### src/rtl/reg_file_mp.sv
// ---------------------------------------------------------------------------
// reg_file_mp -- multi-ported register file with a per-register busy
// scoreboard and a sequential hardware clear engine.
//
// Register 0 always reads as zero and ignores writes. Reads are
// combinational. With BYPASS=1, a read can see the data of a same-cycle write.
// A small FSM (IDLE -> CLEAR -> DONE) walks indices 1..NREGS-1 and zeroes
// one register plus its busy bit per cycle. While it runs, writes,
// scoreboard sets and new clear requests are ignored.
//
// Ports:
//   clk         rising-edge clock
//   rst_n       asynchronous active-low reset
//   we          [NWR]       per-port write enable
//   wa          [NWR*AW]    write addresses, port k at [k*AW +: AW]
//   wd          [NWR*XLEN]  write data, port k at [k*XLEN +: XLEN]
//   ra          [NRD*AW]    read addresses, port i at [i*AW +: AW]
//   rd          [NRD*XLEN]  read data, port i at [i*XLEN +: XLEN]
//   rd_busy     [NRD]       busy bit of each read address
//   bsy_set     mark bsy_addr as pending-write
//   bsy_addr    [AW]        scoreboard set address
//   clr_req     start a sequential clear
//   clr_active  high while the clear sequence runs
//   clr_done    one-cycle pulse after the last register is cleared
// ---------------------------------------------------------------------------
module reg_file_mp #(
  parameter int XLEN   = 32,
  parameter int NREGS  = 32,
  parameter int NRD    = 2,
  parameter int NWR    = 2,
  parameter int BYPASS = 1,
  localparam int AW    = $clog2(NREGS)
) (
  input  logic                 clk,
  input  logic                 rst_n,
  input  logic [NWR-1:0]       we,
  input  logic [NWR*AW-1:0]    wa,
  input  logic [NWR*XLEN-1:0]  wd,
  input  logic [NRD*AW-1:0]    ra,
  output logic [NRD*XLEN-1:0]  rd,
  output logic [NRD-1:0]       rd_busy,
  input  logic                 bsy_set,
  input  logic [AW-1:0]        bsy_addr,
  input  logic                 clr_req,
  output logic                 clr_active,
  output logic                 clr_done
);

  typedef enum logic [1:0] {
    ST_IDLE  = 2'd0,
    ST_CLEAR = 2'd1,
    ST_DONE  = 2'd2
  } state_e;

  localparam logic [AW-1:0] IDX_FIRST = AW'(1);
  localparam logic [AW-1:0] IDX_LAST  = AW'(NREGS - 1);
  localparam bit            BYP_ON    = (BYPASS != 0);

  state_e           state_q, state_d;
  logic [AW-1:0]    idx_q, idx_d;
  logic [XLEN-1:0]  regs_q [NREGS];
  logic [XLEN-1:0]  regs_d [NREGS];
  logic [NREGS-1:0] busy_q, busy_d;
  logic             clr_active_q, clr_active_d;
  logic             clr_done_q, clr_done_d;
  logic             idle_s;

  // Writes, scoreboard sets and forwarding are only honoured in IDLE.
  assign idle_s = (state_q == ST_IDLE);

  // Clear sequencer next-state: index loads 1 on entry and saturates at the top.
  always_comb begin
    state_d = state_q;
    idx_d   = idx_q;
    case (state_q)
      ST_IDLE: begin
        if (clr_req) begin
          state_d = ST_CLEAR;
          idx_d   = IDX_FIRST;
        end else begin
          idx_d   = idx_q;
        end
      end
      ST_CLEAR: begin
        if (idx_q == IDX_LAST) begin
          state_d = ST_DONE;
        end else begin
          idx_d   = idx_q + AW'(1);
        end
      end
      ST_DONE: begin
        state_d = ST_IDLE;
        idx_d   = IDX_FIRST;
      end
      default: begin
        state_d = ST_IDLE;
        idx_d   = IDX_FIRST;
      end
    endcase
    clr_active_d = (state_d == ST_CLEAR);
    clr_done_d   = (state_d == ST_DONE);
  end

  // Register/scoreboard next-state: highest write port wins, set beats write-clear.
  always_comb begin
    regs_d = regs_q;
    busy_d = busy_q;
    if (idle_s) begin
      for (int k = 0; k < NWR; k++) begin
        if (we[k] && (wa[k*AW +: AW] != '0)) begin
          regs_d[wa[k*AW +: AW]] = wd[k*XLEN +: XLEN];
          busy_d[wa[k*AW +: AW]] = 1'b0;
        end else begin
          busy_d = busy_d;
        end
      end
      if (bsy_set && (bsy_addr != '0)) begin
        busy_d[bsy_addr] = 1'b1;
      end else begin
        busy_d = busy_d;
      end
    end else if (state_q == ST_CLEAR) begin
      regs_d[idx_q] = '0;
      busy_d[idx_q] = 1'b0;
    end else begin
      busy_d = busy_q;
    end
    // Entry 0 is hard-wired to zero.
    regs_d[0] = '0;
    busy_d[0] = 1'b0;
  end

  // Read ports: array lookup, then optional same-cycle forwarding from write ports.
  always_comb begin : read_mux
    logic [AW-1:0]   a;
    logic [XLEN-1:0] val;
    logic            bsy;
    logic            hit;
    rd      = '0;
    rd_busy = '0;
    a       = '0;
    val     = '0;
    bsy     = 1'b0;
    hit     = 1'b0;
    for (int i = 0; i < NRD; i++) begin
      a   = ra[i*AW +: AW];
      val = regs_q[a];
      bsy = busy_q[a];
      hit = 1'b0;
      if (BYP_ON && idle_s && (a != '0)) begin
        // Ascending scan so the highest-index matching port ends up selected.
        for (int k = 0; k < NWR; k++) begin
          if (we[k] && (wa[k*AW +: AW] == a)) begin
            val = wd[k*XLEN +: XLEN];
            hit = 1'b1;
          end else begin
            hit = hit;
          end
        end
      end else begin
        hit = 1'b0;
      end
      // A pending write retires the busy bit unless a set lands on it too.
      if (hit && !(bsy_set && (bsy_addr == a))) begin
        bsy = 1'b0;
      end else begin
        bsy = bsy;
      end
      rd[i*XLEN +: XLEN] = val;
      rd_busy[i]         = bsy;
    end
  end

  // State, index, storage and registered status outputs.
  always_ff @(posedge clk or negedge rst_n) begin
    if (!rst_n) begin
      state_q      <= ST_IDLE;
      idx_q        <= IDX_FIRST;
      busy_q       <= '0;
      clr_active_q <= 1'b0;
      clr_done_q   <= 1'b0;
      for (int r = 0; r < NREGS; r++) begin
        regs_q[r] <= '0;
      end
    end else begin
      state_q      <= state_d;
      idx_q        <= idx_d;
      busy_q       <= busy_d;
      clr_active_q <= clr_active_d;
      clr_done_q   <= clr_done_d;
      regs_q       <= regs_d;
    end
  end

  assign clr_active = clr_active_q;
  assign clr_done   = clr_done_q;

endmodule

### config.mk
export PLATFORM = sky130hd
export DESIGN_NAME = reg_file_mp
export DESIGN_NICKNAME = d
export VERILOG_FILES = /design/src/rtl/reg_file_mp.sv
export SDC_FILE = /design/constraint.sdc
export NUM_CORES = 2
export LEC_CHECK = 0
export BUFFER_PORTS_ARGS = -buffer_cell sky130_fd_sc_hd__buf_4
export CORE_MARGIN = 2
export CORE_UTILIZATION = 40
export CTS_BUF_LIST = sky130_fd_sc_hd__clkbuf_2
export CTS_CLUSTER_DIAMETER = 30
export CTS_CLUSTER_SIZE = 25
export DETAILED_ROUTE_END_ITERATION = 12
export GPL_ROUTABILITY_DRIVEN = 0
export HOLD_SLACK_MARGIN = 0.12
export PLACE_DENSITY_LB_ADDON = 0.05
export SLEW_MARGIN = 0
export SYNTH_ARGS = -nofsm -noshare
export SYNTH_HDL_FRONTEND = slang
export SYNTH_SLANG_ARGS = --single-unit
### constraint.sdc
create_clock -name clk -period 2.84 [get_ports clk]
set_clock_uncertainty 0.15 [all_clocks]
set_input_delay 0.284 -clock clk [delete_from_list [all_inputs] [get_ports clk]]
set_output_delay 0.284 -clock clk [all_outputs]
set_load 0.01 [all_outputs]
==> load_flow_metrics.sql <==
INSERT INTO impl_metrics (metric_group, metric, value, unit) VALUES
('cells_and_area', 'ff_latch_area', '25840', 'µm²'),
('pwr', 'power.total', '78.43', 'mW'),
('route', 'wirelength', '474300', 'µm'),
('cells_and_area', 'layout.cells.most_common_list', 'sky130_fd_sc_hd__nand2_1, sky130_fd_sc_hd__o21ai_0, sky130_fd_sc_hd__dfrtp_1', ''),
('placement', 'dpl.hpwl', '276600', 'µm'),
('synth', 'synthesized_netlist_net_count', '9188', ''),
('pwr', 'intPower', '43.07', 'mW'),
('cells_and_area', 'final_cell_count_no_fill', '12680', ''),
('floorplanning', 'dieArea', '196500', 'µm²'),
('route', 'drt_iter0_drc', '14290', ''),
('clock_tree', 'root_buffer', 'sky130_fd_sc_hd__clkbuf_2', ''),
('sta', 'max_freq', '227.2', 'MHz'),
('status', 'failed_checks', 'negative setup slack', ''),
('route', 'postRouteAntennaNets', '0', ''),
('synth', 'synth.distinct_cells', '67', ''),
('grt', 'grt_pass1_wl', '648100', 'µm'),
('sta', 'final_min_period_over_clock_period', '155.0', '%'),
('cells_and_area', 'number_of_nets_in_the_finished_design', '9963', ''),
('clock_tree', 'clock_tree.buffer_depth', '4', ''),
('pwr', 'powerDensity', '797.0', 'nW/µm²'),
('sta', 'timing_hold_violations_final', '0', ''),
('cells_and_area', 'multi_input_comb_area', '48590', 'µm²'),
('clock_tree', 'clk_transition_reported_paths', '120', 'ps'),
('floorplanning', 'die_h', '443.3', 'µm'),
('setup_path', 'data_required_time_at_the_worst_endpoint', '2410', 'ps'),
('hold_path', 'worst_hold_startpoint', 'wa[2]', ''),
('sta', 'post-route-worst-setup-slack', '-1561', 'ps'),
('route', 'vias_per_cell', '6.967', ''),
('sta', 'unrepaired_setup_endpoints_after_global_routing', 'true', ''),
('status', 'run_status', 'complete, but fails checks', ''),
('setup_path', 'worst-r2r-setup-slack', '50', 'ps'),
('route', 'vias', '88340', ''),
('synth', 'yosys_warnings', '0', ''),
('setup_path', 'reg2regPathDepth', '7', ''),
('setup_path', 'regToRegEndpoint', 'regs_q[278]', ''),
('cells_and_area', 'layout.filler_cells', '18070', ''),
('hold_path', 'min_to', 'regs_q[884]', ''),
('grt', 'grt_start_max_net_pins', '125', ''),
('synth', 'postSynth.asyncResetShare', '100.0', '%'),
('clock_tree', 'cts_sinks', '1032', ''),
('sta', 'tightest_slew', '1376', 'ps'),
('floorplanning', 'initial_utilization', '40.16', '%'),
('clock_tree', 'cts-buffers-inserted', '361', ''),
('cells_and_area', 'drive_gt1_share', '25.21', '%'),
('setup_path', 'slowest_stage', 'sky130_fd_sc_hd__mux4_2', ''),
('setup_path', 'startpoint_type', 'flop', ''),
('clock_tree', 'tritoncts', 'done', ''),
('sta', 'report.final.slew_viol_count', '0', ''),
('route', 'routed_wire_length_per_instance', '37.41', 'µm'),
('placement', 'number_of_i_o_port_buffers', '162', ''),
('hold_path', 'worst_hold_path_type', 'in2reg', ''),
('cells_and_area', 'final_util', '51.21', '%'),
('setup_path', 'setup.worst_path.end_class', 'output pin', ''),
('pwr', 'power_share_of_the_clock_group', '20.6', '%'),
('synth', 'synth_area', '77180', 'µm²'),
('placement', 'pre_cts_ws', '-798.8', 'ps'),
('setup_path', 'worst_r2r_startpoint', 'state_q[1]', ''),
('floorplanning', 'design.core.area', '192200', 'µm²'),
('setup_path', 'crit_path_cell_trace', 'mux4_2 > mux2_4 > a221o_1 > nand3_1 > o21ai_1 > buf_4', ''),
('floorplanning', 'io_pins', '163', ''),
('sta', 'setup_viol', '148', ''),
('sta', 'totalNegativeSetupSlack', '-106710', 'ps'),
('synth', 'count_of_mapped_cells_out_of_synthesis', '9088', ''),
('clock_tree', 'clk_latency', '1980', 'ps'),
('synth', 'synth.yosys.seq_area_share', '33.46', '%'),
('sta', 'timing.final.crit_period', '4401', 'ps'),
('route', 'detailedRoute.firstPassIterationCount', '7', ''),
('synth', 'synth_edf_count', '0', ''),
('route', 'drt_drc_violations_left', '0', ''),
('grt', 'total_grt_overflow', '0', ''),
('cells_and_area', 'mostFrequentLayoutCell', 'sky130_fd_sc_hd__nand2_1', '');
==> worst max path at each step <==
| stage | from | to | slack [ps] |
|---|---|---|---|
| floorplan | ra[5] | rd_busy[1] | 430 |
| global placement | ra[0] | rd[18] | -800 |
| detailed placement | ra[0] | rd[18] | -800 |
| CTS | regs_q[26] | rd[26] | -1670 |
| global route | regs_q[26] | rd[26] | -1670 |
| finish | regs_q[551] | rd[39] | -1560 |
==> synth_stat cells (5+ instances only) <==
master / number / area [µm²]
sky130_fd_sc_hd__o31ai_1: 13 / 97.59
sky130_fd_sc_hd__a221oi_1: 13 / 113.9
sky130_fd_sc_hd__mux2i_1: 675 / 6756
sky130_fd_sc_hd__a211o_1: 14 / 122.6
sky130_fd_sc_hd__a211oi_1: 8 / 60.06
sky130_fd_sc_hd__a221o_1: 16 / 160.2
sky130_fd_sc_hd__clkbuf_1: 798 / 2995
sky130_fd_sc_hd__and3_1: 10 / 62.56
sky130_fd_sc_hd__inv_1: 5 / 18.77
sky130_fd_sc_hd__nand2b_1: 51 / 319.1
sky130_fd_sc_hd__buf_4: 44 / 330.3
sky130_fd_sc_hd__o2bb2ai_1: 7 / 61.31
sky130_fd_sc_hd__xor2_1: 23 / 201.4
sky130_fd_sc_hd__o21ai_1: 122 / 610.6
sky130_fd_sc_hd__nor2_1: 323 / 1212
sky130_fd_sc_hd__o31a_1: 6 / 52.55
sky130_fd_sc_hd__nand3_1: 640 / 3203
sky130_fd_sc_hd__mux2_2: 78 / 878.3
sky130_fd_sc_hd__nor3b_1: 15 / 112.6
sky130_fd_sc_hd__nand3b_1: 5 / 37.54
sky130_fd_sc_hd__and2_1: 6 / 37.54
sky130_fd_sc_hd__buf_2: 179 / 895.9
sky130_fd_sc_hd__a22o_1: 436 / 3819
sky130_fd_sc_hd__a21oi_1: 951 / 4760
sky130_fd_sc_hd__buf_1: 87 / 326.6
sky130_fd_sc_hd__nand4_1: 34 / 212.7
sky130_fd_sc_hd__o221ai_1: 14 / 122.6
sky130_fd_sc_hd__nor3_1: 30 / 150.1
sky130_fd_sc_hd__nor2b_1: 40 / 250.2
sky130_fd_sc_hd__o22ai_1: 39 / 244.0
sky130_fd_sc_hd__a22oi_1: 129 / 968.4
sky130_fd_sc_hd__nor2_2: 5 / 31.28
sky130_fd_sc_hd__dfrtp_1: 1031 / 25800
sky130_fd_sc_hd__a31oi_1: 8 / 50.05
sky130_fd_sc_hd__ha_1: 5 / 62.56
sky130_fd_sc_hd__nand2_1: 1475 / 5537
sky130_fd_sc_hd__o21ai_0: 1209 / 6051
sky130_fd_sc_hd__xnor2_1: 10 / 87.58
sky130_fd_sc_hd__nor4_1: 5 / 31.28
sky130_fd_sc_hd__buf_6: 24 / 270.3
sky130_fd_sc_hd__a21o_1: 31 / 232.7
sky130_fd_sc_hd__o211ai_1: 23 / 172.7
sky130_fd_sc_hd__mux4_2: 412 / 9279
sky130_fd_sc_hd__or2_2: 7 / 43.79
==> timing repair <==
item,CTS,global route
hold buffers,399,39
endpoints found under the setup margin,68,204
pin swaps,100,64
endpoints found under the hold margin,2062,283
buffers inserted,151,50
resized for setup,318,141
cloned,1,6
==> per-stage QoR <==
stage	hold slack (ps)	area, µm²
floorplan	-161.6	77180
global placement	191.4	86200
detailed placement	187.1	86200
CTS	120.5	97100
global route	91.08	98390
finish	109.7	98410
==> flip-flops by register name, summed over array words and instances, names as in the netlist <==
signal      cells
clr_done        1
idx_q           5
busy_q         31
regs_q        992
state_q         2
clr_active      1
==> metal layers <==
layer	wire (µm)	vias to the layer above	GRT usage [%]
met4	50710	6	40.08
li1	-	34930	-
met3	62090	2101	13.30
met5	36	-	0.07326
met1	167500	43430	57.48
met2	193900	7872	65.25
==> final cells by class <==
type	instances	share of cell area, %
multi-input combinational	6918	49.37
inverter	6	0.02288
clock inverter	207	1.835
antenna	23	0.05848
timing repair buffer	1544	17.09
tap	2526	3.211
sequential	1032	26.26
clock buffer	423	2.151
==> kinds of logic (layout without fill, tap and decap cells) <==
kind of cell,Yosys count,in the layout,synth area share [%]
AO/OA/AOI/OAI,3050,3050,23.09
flip-flops,1032,1032,33.46
XOR/XNOR,33,33,0.3745
multiplexers,1165,1165,21.91
buffers and inverters,1138,2180,6.272
adder cells (fa/ha/maj),5,5,0.08106
AND/OR/NAND/NOR,2665,2665,14.80
other,0,23,0
==> power groups by stage <==
| stage | clock network, mW | logic (mW) | registers, mW |
|---|---|---|---|
| global route | 17.0 | 38.3 | 26.1 |
| floorplan | 0 | 19.7 | 23.5 |
| global placement | 0 | 30.6 | 25.6 |
| detailed placement | 0 | 31.3 | 25.8 |
| finish | 16.2 | 36.5 | 25.8 |
| CTS | 16.2 | 34.5 | 25.3 |
==> critical path: cells and delay by family (launching register included) <==
| kind | cells | cell delay (ps) |
|---|---|---|
| buffers and inverters | 1 | 160 |
| AOI/OAI and AO/OA | 2 | 490 |
| and+or+nand+nor | 1 | 140 |
| DFF | 1 | 460 |
| muxes | 2 | 770 |
Note: power is estimated with default switching activity, not from simulation.
